===== config.mk =====
export PLATFORM = sky130hd
export DESIGN_NAME = viterbi_decoder_flat
export DESIGN_NICKNAME = d
export VERILOG_FILES = /design/src/rtl/conv_code_pkg.sv /design/src/rtl/viterbi_decoder_if.sv /design/src/rtl/viterbi_decoder_acs.sv /design/src/rtl/viterbi_decoder.sv /design/src/flat_wrapper.sv
export SDC_FILE = /design/constraint.sdc
export NUM_CORES = 1
export LEC_CHECK = 0
export ABC_AREA = 1
export CORE_ASPECT_RATIO = 0.7
export CORE_UTILIZATION = 60
export CTS_BUF_LIST = sky130_fd_sc_hd__clkbuf_8
export CTS_CLUSTER_SIZE = 14
export DETAILED_ROUTE_END_ITERATION = 16
export PLACE_DENSITY = 0.83
export SLEW_MARGIN = 40
export SYNTH_ARGS = -nofsm -noshare
export SYNTH_HDL_FRONTEND = slang
export SYNTH_SLANG_ARGS = --single-unit

===== constraint.sdc =====
create_clock -name clk -period 7.1 [get_ports clk]
set_input_delay 0.71 -clock clk [delete_from_list [all_inputs] [get_ports clk]]
set_output_delay 0.71 -clock clk [all_outputs]
set_load 0.02 [all_outputs]

===== src/rtl/conv_code_pkg.sv =====
// conv_code_pkg: constants and helpers for the rate-1/2, K=3 (5/7 octal)
// convolutional code.
//   expected_pair(s, a): returns {e1, e0}, the code pair the encoder emits
//   when it is in state s = {d[-1], d[-2]} and takes input a = d.
package conv_code_pkg;

    localparam int K        = 3;
    localparam int N_STATES = 4;

    // Generator taps, ordered {d, d[-1], d[-2]}
    localparam logic [K-1:0] G0 = 3'b101;
    localparam logic [K-1:0] G1 = 3'b111;

    typedef logic [1:0] state_t;

    function automatic logic [1:0] expected_pair(state_t s, logic a);
        logic [K-1:0] taps;
        taps = {a, s};
        return {^(taps & G1), ^(taps & G0)};
    endfunction

endpackage


===== src/rtl/viterbi_decoder_if.sv =====
// viterbi_decoder_if: symbol-in / decoded-bit-out bus of the Viterbi decoder.
//   in_valid, c0, c1         : received code pair, accepted whenever in_valid is high
//   out_valid, out_bit       : single-cycle pulse carrying one decoded bit
//   best_metric [PM_W-1:0]   : pre-normalisation metric of the surviving path
//   master : symbol source / bit sink      slave : the decoder
interface viterbi_decoder_if #(parameter int PM_W = 6);

    logic            in_valid;
    logic            c0;
    logic            c1;
    logic            out_valid;
    logic            out_bit;
    logic [PM_W-1:0] best_metric;

    modport master (output in_valid, c0, c1,
                    input  out_valid, out_bit, best_metric);

    modport slave  (input  in_valid, c0, c1,
                    output out_valid, out_bit, best_metric);

endinterface


===== src/rtl/viterbi_decoder_acs.sv =====
// viterbi_acs: add-compare-select for one trellis state.
//   pm0_i, pm1_i [PM_W-1:0] : metrics of predecessors {b,0} and {b,1}
//   bm0_i, bm1_i [1:0]      : branch metrics from those predecessors
//   sum_o [PM_W:0]          : surviving candidate, one bit wider so it cannot wrap
//   dec_o                   : 1 when predecessor {b,1} won; ties go to {b,0}
module viterbi_acs #(
    parameter int PM_W = 6
) (
    input  logic [PM_W-1:0] pm0_i,
    input  logic [PM_W-1:0] pm1_i,
    input  logic [1:0]      bm0_i,
    input  logic [1:0]      bm1_i,
    output logic [PM_W:0]   sum_o,
    output logic            dec_o
);

    logic [PM_W:0] cand0, cand1;

    assign cand0 = {1'b0, pm0_i} + {{(PM_W-1){1'b0}}, bm0_i};
    assign cand1 = {1'b0, pm1_i} + {{(PM_W-1){1'b0}}, bm1_i};
    assign dec_o = (cand1 < cand0);
    assign sum_o = dec_o ? cand1 : cand0;

endmodule


===== src/rtl/viterbi_decoder.sv =====
// viterbi_decoder: hard-decision Viterbi decoder for the K=3, 5/7 octal code,
// register-exchange survivors, decoded bits released TB_DEPTH symbols late.
//   clk, reset (async, active-high), clear (sync restart, beats in_valid)
//   bus (slave) : in_valid/c0/c1 in, out_valid/out_bit/best_metric out
module viterbi_decoder
    import conv_code_pkg::*;
#(
    parameter int TB_DEPTH = 15,
    parameter int PM_W     = 6
) (
    input  logic               clk,
    input  logic               reset,
    input  logic               clear,
    viterbi_decoder_if.slave   bus
);

    localparam int             CNT_W  = $clog2(TB_DEPTH + 1);
    // Non-zero start states begin far behind so the path from state 0 wins early
    localparam logic [PM_W-1:0] PM_OFF = PM_W'(1) << (PM_W - 1);
    localparam logic [N_STATES-1:0][PM_W-1:0] PM_INIT =
        {PM_OFF, PM_OFF, PM_OFF, {PM_W{1'b0}}};

    function automatic logic [1:0] hamming(logic r0, logic r1, logic [1:0] e);
        return {1'b0, r0 ^ e[0]} + {1'b0, r1 ^ e[1]};
    endfunction

    logic [N_STATES-1:0][PM_W-1:0]     pm_q, pm_d, pm_new;
    logic [N_STATES-1:0][TB_DEPTH-1:0] surv_q, surv_d, surv_new;
    logic [CNT_W-1:0]                  cnt_q, cnt_d;
    logic                              out_valid_q, out_valid_d;
    logic                              out_bit_q, out_bit_d;
    logic [PM_W-1:0]                   best_metric_q, best_metric_d;

    logic [N_STATES-1:0][1:0]          bm0, bm1;
    logic [N_STATES-1:0][PM_W:0]       sum, norm;
    logic [N_STATES-1:0]               dec;
    logic [PM_W:0]                     min_w;
    state_t                            best;

    // Next state g = {a, b}; its predecessors are {b,0} and {b,1}
    for (genvar g = 0; g < N_STATES; g++) begin : g_acs
        localparam state_t P0 = state_t'((g % 2) * 2);
        localparam state_t P1 = state_t'((g % 2) * 2 + 1);
        localparam logic   A  = 1'(g / 2);

        assign bm0[g] = hamming(bus.c0, bus.c1, expected_pair(P0, A));
        assign bm1[g] = hamming(bus.c0, bus.c1, expected_pair(P1, A));

        viterbi_acs #(.PM_W(PM_W)) u_acs (
            .pm0_i (pm_q[P0]),
            .pm1_i (pm_q[P1]),
            .bm0_i (bm0[g]),
            .bm1_i (bm1[g]),
            .sum_o (sum[g]),
            .dec_o (dec[g])
        );

        assign surv_new[g] = {(dec[g] ? surv_q[P1][TB_DEPTH-2:0]
                                      : surv_q[P0][TB_DEPTH-2:0]), A};
    end

    // Strict '<' keeps the lowest index among equal minima, which is also
    // the lowest-index state whose normalised metric is zero.
    always_comb begin
        min_w = sum[0];
        best  = '0;
        for (int i = 1; i < N_STATES; i++) begin
            if (sum[i] < min_w) begin
                min_w = sum[i];
                best  = state_t'(i);
            end
        end
    end

    always_comb begin
        norm   = '0;
        pm_new = '0;
        for (int i = 0; i < N_STATES; i++) begin
            norm[i]   = sum[i] - min_w;
            pm_new[i] = norm[i][PM_W] ? {PM_W{1'b1}} : norm[i][PM_W-1:0];
        end
    end

    always_comb begin
        pm_d          = pm_q;
        surv_d        = surv_q;
        cnt_d         = cnt_q;
        out_valid_d   = 1'b0;
        out_bit_d     = out_bit_q;
        best_metric_d = best_metric_q;
        if (clear) begin
            pm_d          = PM_INIT;
            surv_d        = '0;
            cnt_d         = '0;
            out_bit_d     = 1'b0;
            best_metric_d = '0;
        end else if (bus.in_valid) begin
            pm_d   = pm_new;
            surv_d = surv_new;
            if (cnt_q != CNT_W'(TB_DEPTH))
                cnt_d = cnt_q + 1'b1;
            if (cnt_q >= CNT_W'(TB_DEPTH - 1)) begin
                out_valid_d   = 1'b1;
                out_bit_d     = surv_new[best][TB_DEPTH-1];
                best_metric_d = min_w[PM_W] ? {PM_W{1'b1}} : min_w[PM_W-1:0];
            end
        end
    end

    always_ff @(posedge clk or posedge reset) begin
        if (reset) begin
            pm_q          <= PM_INIT;
            surv_q        <= '0;
            cnt_q         <= '0;
            out_valid_q   <= 1'b0;
            out_bit_q     <= 1'b0;
            best_metric_q <= '0;
        end else begin
            pm_q          <= pm_d;
            surv_q        <= surv_d;
            cnt_q         <= cnt_d;
            out_valid_q   <= out_valid_d;
            out_bit_q     <= out_bit_d;
            best_metric_q <= best_metric_d;
        end
    end

    assign bus.out_valid   = out_valid_q;
    assign bus.out_bit     = out_bit_q;
    assign bus.best_metric = best_metric_q;

endmodule


===== src/flat_wrapper.sv =====
// flat-port wrapper written by rule: the top's interface ports become plain ports
module viterbi_decoder_flat import conv_code_pkg::*;
#(
    parameter int TB_DEPTH = 15,
    parameter int PM_W     = 6
)
  (clk, reset, clear, bus_in_valid, bus_c0, bus_c1, bus_out_valid, bus_out_bit, bus_best_metric);
  viterbi_decoder_if #(.PM_W(PM_W)) bus_i ();
  input  logic clk;
  input  logic reset;
  input  logic clear;
  input wire logic [$bits(bus_i.in_valid)-1:0] bus_in_valid;
  input wire logic [$bits(bus_i.c0)-1:0] bus_c0;
  input wire logic [$bits(bus_i.c1)-1:0] bus_c1;
  output wire logic [$bits(bus_i.out_valid)-1:0] bus_out_valid;
  output wire logic [$bits(bus_i.out_bit)-1:0] bus_out_bit;
  output wire logic [$bits(bus_i.best_metric)-1:0] bus_best_metric;
  assign bus_i.in_valid = bus_in_valid;
  assign bus_i.c0 = bus_c0;
  assign bus_i.c1 = bus_c1;
  assign bus_out_valid = bus_i.out_valid;
  assign bus_out_bit = bus_i.out_bit;
  assign bus_best_metric = bus_i.best_metric;
  viterbi_decoder #(.TB_DEPTH(TB_DEPTH), .PM_W(PM_W)) u_core (.clk(clk), .reset(reset), .clear(clear), .bus(bus_i));
endmodule

Yosys cells after proc, flatten, opt, wreduce, memory -nomap -nowiden
Index checks and enable logic that the tools add are counted.
{ "word_totals": {"register_bits": 92, "input_bits": 6, "output_inout_bits": 8, "wordCells": 83} }
{ "op_classes": {"n_addsub": 17, "n_lt_le_gt_ge": 9, "n_eq_ne": 1, "n_mux": 37, "n_bitwise": 2, "n_reduce_logical": 5} }
{ "ops": {"columns": ["operator", "count"], "rows": [
  ["$mux W59", 2],
  ["$add A6 B2 Y7", 8],
  ["$mux W14", 4],
  ["$lt A7 B7 Y1", 7],
  ["$mux W7", 7],
  ["$mux W24", 2],
  ["$mux W6", 8],
  ["$bmux W15 S2", 1],
  ["$sub A7 B7 Y7", 4],
  ["$mux W15", 1],
  ["$mux W4", 3],
  ["$add A1 B1 Y2", 4],
  ["$mux W1", 7],
  ["$reduce_bool A2 Y1", 3],
  ["$add A4 B1 Y4 const B", 1],
  ["$ge A4 B4 Y1 const B", 1],
  ["$mux W2", 2],
  ["$ne A4 B4 Y1 const B", 1],
  ["$reduce_and A2 Y1", 2],
  ["$lt A2 B3 Y1 const B", 1],
  ["$not A1 Y1", 2]
]} }

Longest topological paths before layout
{ "depth": {"ltp_word": 16, "depth_mapped": 63, "ltp_nobuf": 60} }

Modules after synthesis
Synthesis repeated with hierarchy kept, for this count alone.
{ "hier_totals": {"hier_cells": 1300, "area_unflattened_um2": 8525.7} }
{ "modules_own_cells": {"columns": ["mod", "instances", "cells_per_inst", "area_per_inst_um2", "seq_area_each_um2"], "rows": [
  ["viterbi_decoder", 1, 876, 6088.3, 2180.8],
  ["viterbi_acs", 4, 106, 609.3, 0.0]
]} }

Least setup slack after synthesis
OpenSTA, ideal clock, no wires.
{ "synth_path": {"path_type": "input -> register", "startpoint": "input port bus_c1", "endpoint": "register u_core.pm_q[22] in the netlist's numbering", "setup_ns": 0.125, "arrival_time_ns": 7.880, "required_ns": 6.975, "slack_ns": -0.905, "stages": 55, "n_path_buf": 5, "cell_sequence": "inv_1 ha_1 ha_1 ha_1 inv_1 nand2_2 xor2_1 inv_1 ha_1 nand3_1 nand2_1 a21oi_1 o21a_1 nand2_2 nand3_4 nand2_4 buf_6 inv_2 [... 19 more ...] inv_1 ha_1 nand2_1 nor2_1 a21oi_4 nand2_2 buf_8 buf_4 o21ai_0 ha_1 inv_1 o21bai_1 a31oi_2 nand3b_4 nand2_2 nand2_1 nand2_1 o21ai_1"} }
{ "synth_between": {"elab_chain_cells": 15, "elab_cells_between_ends": 31, "classes_between": "13 x add/sub; 7 x order compare; 10 x mux; 1 x bitwise"} }
{ "synth_rtl": {"columns": ["item", "line_no", "source"], "rows": [
  ["start: declaration", "flat_wrapper.sv:14", "input wire logic [$bits(bus_i.c1)-1:0] bus_c1;"],
  ["$not A1 Y1 (no line)", null, null],
  ["$add A1 B1 Y2", "viterbi_decoder.sv:24", "return {1'b0, r0 ^ e[0]} + {1'b0, r1 ^ e[1]};"],
  ["$add A6 B2 Y7, on equally long branches", "viterbi_decoder_acs.sv:19, viterbi_decoder_acs.sv:20", null],
  ["$lt A7 B7 Y1", "viterbi_decoder_acs.sv:21", "assign dec_o = (cand1 < cand0);"],
  ["$mux W7", "viterbi_decoder_acs.sv:22", "assign sum_o = dec_o ? cand1 : cand0;"],
  ["$lt A7 B7 Y1", "viterbi_decoder.sv:68", "if (sum[i] < min_w) begin"],
  ["$mux W7", "viterbi_decoder.sv:68", null],
  ["$lt A7 B7 Y1", "viterbi_decoder.sv:68", null],
  ["$mux W7", "viterbi_decoder.sv:68", null],
  ["$lt A7 B7 Y1", "viterbi_decoder.sv:68", null],
  ["$mux W7", "viterbi_decoder.sv:68", null],
  ["$sub A7 B7 Y7 (*)", "viterbi_decoder.sv:79", "norm[i] = sum[i] - min_w;"],
  ["$mux W6 (*)", "viterbi_decoder.sv:80", "pm_new[i] = norm[i][PM_W] ? {PM_W{1'b1}} : norm[i][PM_W-1:0];"],
  ["$mux W24 (*)", "viterbi_decoder.sv:97", "end else if (bus.in_valid) begin"],
  ["$mux W24 (*)", "viterbi_decoder.sv:91", "if (clear) begin"],
  ["end signal: assignment", "viterbi_decoder.sv:119", "pm_q <= pm_d;"],
  ["end: declaration", "viterbi_decoder.sv:27", "logic [N_STATES-1:0][PM_W-1:0] pm_q, pm_d, pm_new;"]
]} }
Mark *: on every way between the ends. The rest lies on a longest branch, timed or not. The select of a mux whose other input is x is not followed.
A chain may end at the register's enable or synchronous reset.

Worst setup path in the final report
{ "layout_path": {"startpoint": "input port bus_c0", "endpoint": "register u_core.pm_q[6] in the netlist's numbering"} }
{ "layout_between": {"elab_chain_cells": 15, "elab_cells_between_ends": 31, "classes_between": "13 x add/sub; 7 x order compare; 10 x mux; 1 x bitwise"} }
{ "layout_rtl": {"columns": ["item", "line_no", "source"], "rows": [
  ["start: declaration", "flat_wrapper.sv:13", "input wire logic [$bits(bus_i.c0)-1:0] bus_c0;"],
  ["$not A1 Y1 (no line)", null, null],
  ["$add A1 B1 Y2", "viterbi_decoder.sv:24", null],
  ["$add A6 B2 Y7", "viterbi_decoder_acs.sv:20", "assign cand1 = {1'b0, pm1_i} + {{(PM_W-1){1'b0}}, bm1_i};"],
  ["$lt A7 B7 Y1", "viterbi_decoder_acs.sv:21", null],
  ["$mux W7", "viterbi_decoder_acs.sv:22", null],
  ["$lt A7 B7 Y1", "viterbi_decoder.sv:68", null],
  ["$mux W7", "viterbi_decoder.sv:68", null],
  ["$lt A7 B7 Y1", "viterbi_decoder.sv:68", null],
  ["$mux W7", "viterbi_decoder.sv:68", null],
  ["$lt A7 B7 Y1", "viterbi_decoder.sv:68", null],
  ["$mux W7", "viterbi_decoder.sv:68", null],
  ["$sub A7 B7 Y7 (*)", "viterbi_decoder.sv:79", null],
  ["$mux W6 (*)", "viterbi_decoder.sv:80", null],
  ["$mux W24 (*)", "viterbi_decoder.sv:97", null],
  ["$mux W24 (*)", "viterbi_decoder.sv:91", null]
]} }
Marked as above.

==> results.json <==
{
  "ys_seq_area_frac": 0.2631,
  "slew_violations": 0,
  "place_congestion": 0.9936,
  "die_y_um": 99.77,
  "die_area_um2": 14130,
  "cap_violations": 0,
  "post-dp-hpwl_mm": 19.16,
  "initialDrtViolationCount": 1344,
  "crit_fanout": 15,
  "synthAdderAreaFrac": 0.09010,
  "grt_pass1_vias": 8428,
  "fmax_mhz": 142.3,
  "overflow": 0,
  "hold_viol": 0,
  "cts_hold_buf": 0,
  "crit_required_ns": 7.37,
  "critical_path_arrival_ns": 7.29,
  "skew_ns": 0.01223,
  "holdPathEnd": "u_core.surv_q[46]$_DFFE_PP0P_",
  "ios": 14,
  "dp.cells": 1583,
  "cts_buffers": 9,
  "cp-end-kind": "flip-flop",
  "synth_compound_area_frac": 0.1255,
  "yosys.area_share.simple": 0.3668,
  "routed_wl_mm": 26.93,
  "die_width_um": 141.7,
  "grt_pass1_wl_mm": 41.51,
  "reg2reg_slack_ns": 0.31,
  "grt_max_degree": 71,
  "final_common_cell": "nand2_1",
  "cts_root_buffer": "clkbuf_8",
  "synth_top_flop_cell": "dfrtp_1",
  "synthesis.nets": 1300,
  "mostFrequentLayoutCells": "348 x nand2_1, 198 x buf_4, 125 x inv_1",
  "via_per_inst": 5.738,
  "dr.pass1.iters": 6,
  "diodes": 0,
  "critPathMaxStageDelay_ns": 0.29,
  "synth_mux_area_frac": 0,
  "whs_path_depth": 2,
  "hp-start": "u_core.surv_q[45]$_DFFE_PP0P_",
  "start_util": 0.6195,
  "reg2reg_to": "u_core.pm_q[6]$_DFFE_PP0P_",
  "critPathSlowestCell": "ha_1",
  "synthCells": 1235,
  "routedWlPerCell_um": 16.69,
  "synth_xor_area_frac": 0.05101,
  "fin_crit_ns": 7.027,
  "clkSinkCount": 86,
  "fin_crit_sh": 0.9898,
  "outcome": "complete, no violations",
  "fin_cells": 1613,
  "setup_viol": 0,
  "portBuffers": 13,
  "cts.clk_slew.worst_paths_ns": 0.10,
  "grt.total_usage": 0.3764,
  "cts.path.max_buffers": 2,
  "setup.worst_path.start_class": "input port",
  "ys_ff_latch": 86,
  "setup-tns-final_ns": 0,
  "synth_cell_type_count": 51,
  "rows": 35,
  "synth_enable_flop_cells": 0,
  "design.core.area_um2": 13230,
  "crit_top_cell": "nand2_1",
  "reg2regPathDepth": 50,
  "timing.hold.ws_ns": 0.4872,
  "yosysWarnings": 0,
  "rr_startpoint": "u_core.pm_q[13]$_DFFE_PP0P_",
  "post-route-drc-count": 0,
  "antenna_found_initial": 0,
  "area_growth_pct": 30.61,
  "syn_area_um2": 8193,
  "drive_above_1_share": 0.2962,
  "num_vias": 9256,
  "fillers": 888,
  "final_antenna_net_count": 0,
  "cts_tree": "yes",
  "syn_area_per_cell_um2": 6.634,
  "synth_top_family_by_area": "simple AND/OR/NAND/NOR gates",
  "hp-class": "reg2reg",
  "async_reset_ff_frac": 1.000,
  "relSlewSlack": 0.4109,
  "worstMarginPinSlew_ns": 0.8744,
  "clock_latency_ns": 0.38,
  "crit_type": "in2reg",
  "htree_num_levels": 3,
  "final_nets": 1488
}
worst max-delay path by stage:
stage                      start                     endpoint  slack (ns)  cells past startpoint
after floorplan           bus_c0  u_core.pm_q[22]$_DFFE_PP0P_       -0.21                     57
after global placement    bus_c0   u_core.pm_q[1]$_DFFE_PP0P_       -0.44                     56
after detailed placement  bus_c0   u_core.pm_q[0]$_DFFE_PP0P_       -0.63                     54
after CTS                 bus_c0  u_core.pm_q[22]$_DFFE_PP0P_        0.03                     56
after global routing      bus_c0   u_core.pm_q[7]$_DFFE_PP0P_       -0.27                     55
final                     bus_c0   u_core.pm_q[6]$_DFFE_PP0P_        0.07                     53
layer usage:
metal,vias to the layer above,global-route usage,part of all wire
li1,4334,-,-
met1,4218,0.5213,0.41
met2,589,0.5771,0.43
met3,113,0.1069,0.12
met4,2,0.08850,0.033
met5,-,0.04211,0.0029
layout make-up:
cell class	count	area, um2	area share
clock buffer	9	123.9	0.01158
clock inverter	7	82.58	0.007717
timing repair buffer	218	1718	0.1605
multi-input combinational	951	5783	0.5405
tap	185	231.5	0.02163
sequential	86	2156	0.2015
inverter	157	605.6	0.05659
cells in the mapped netlist, types with 2 or more instances:
| cell | number | area, um2 |
|---|---|---|
| a21oi_1 | 23 | 115.1 |
| a21oi_4 | 2 | 32.53 |
| buf_1 | 2 | 7.510 |
| buf_2 | 3 | 15.01 |
| buf_4 | 3 | 22.52 |
| buf_6 | 8 | 90.09 |
| buf_8 | 2 | 30.03 |
| clkbuf_1 | 23 | 86.33 |
| dfrtp_1 | 83 | 2077 |
| dfstp_2 | 3 | 78.83 |
| ha_1 | 59 | 738.2 |
| inv_1 | 136 | 510.5 |
| inv_2 | 18 | 67.56 |
| nand2_1 | 375 | 1408 |
| nand2_2 | 33 | 206.5 |
| nand2_4 | 7 | 78.83 |
| nand3_1 | 118 | 590.6 |
| nand3_2 | 10 | 100.1 |
| nand3_4 | 3 | 52.55 |
| nand3b_1 | 4 | 30.03 |
| nand4_1 | 8 | 50.05 |
| nand4_2 | 2 | 25.02 |
| nor2_1 | 81 | 304.0 |
| nor2_2 | 10 | 62.56 |
| nor3_1 | 3 | 15.01 |
| o2111ai_1 | 2 | 17.52 |
| o21a_1 | 8 | 60.06 |
| o21ai_0 | 122 | 610.6 |
| o21ai_1 | 7 | 35.03 |
| o21bai_1 | 5 | 37.54 |
| o22ai_1 | 5 | 31.28 |
| or2_2 | 5 | 31.28 |
| xnor2_1 | 11 | 96.34 |
| xor2_1 | 33 | 289.0 |
| xor2_2 | 2 | 32.53 |
critical path: cells and delay by family:
kind | cells | cell delay [ns]
AND/OR/NAND/NOR | 25 | 2.48
buffers and inverters | 13 | 1.42
XOR/XNOR | 2 | 0.36
AO/OA/AOI/OAI | 8 | 1.11
adder cells (fa/ha/maj) | 5 | 1.19
stage by stage:
stage                     area, um2    util  setup slack [ns]
after floorplan                8421       -           -0.2118
after global placement         9973  0.7541           -0.4447
after detailed placement       9973  0.7541           -0.6256
after CTS                     10310  0.7793           0.03198
after global routing          10700  0.8091           -0.2683
final                         10700  0.8091           0.07259
flip-flops by register name, indices dropped and copies added, names as in the netlist:
name / cells
u_core.cnt_q: 4
u_core.pm_q: 24
u_core.bus.best_metric: 6
u_core.surv_q: 50
u_core.bus.out_bit: 1
u_core.bus.out_valid: 1
cells by family (layout without fill, tap and decap cells):
group	count (synthesis)	in the layout
AOI/OAI and AO/OA	184	184
and+or+nand+nor	662	662
DFF	86	86
adders and majority gates	59	59
xor gates and xnor gates	46	46
buffers and inverters	198	391
what timing repair did:
action | 4_1_cts | 5_1_grt
pin swaps | 8 | 44
cloned | 0 | 1
setup endpoints to repair | 24 | 24
buffers inserted | 7 | 6
gates resized for setup | 18 | 75
Power is not shown: default switching activity piles up to over one toggle a cycle in this logic, so the estimate is an artifact.
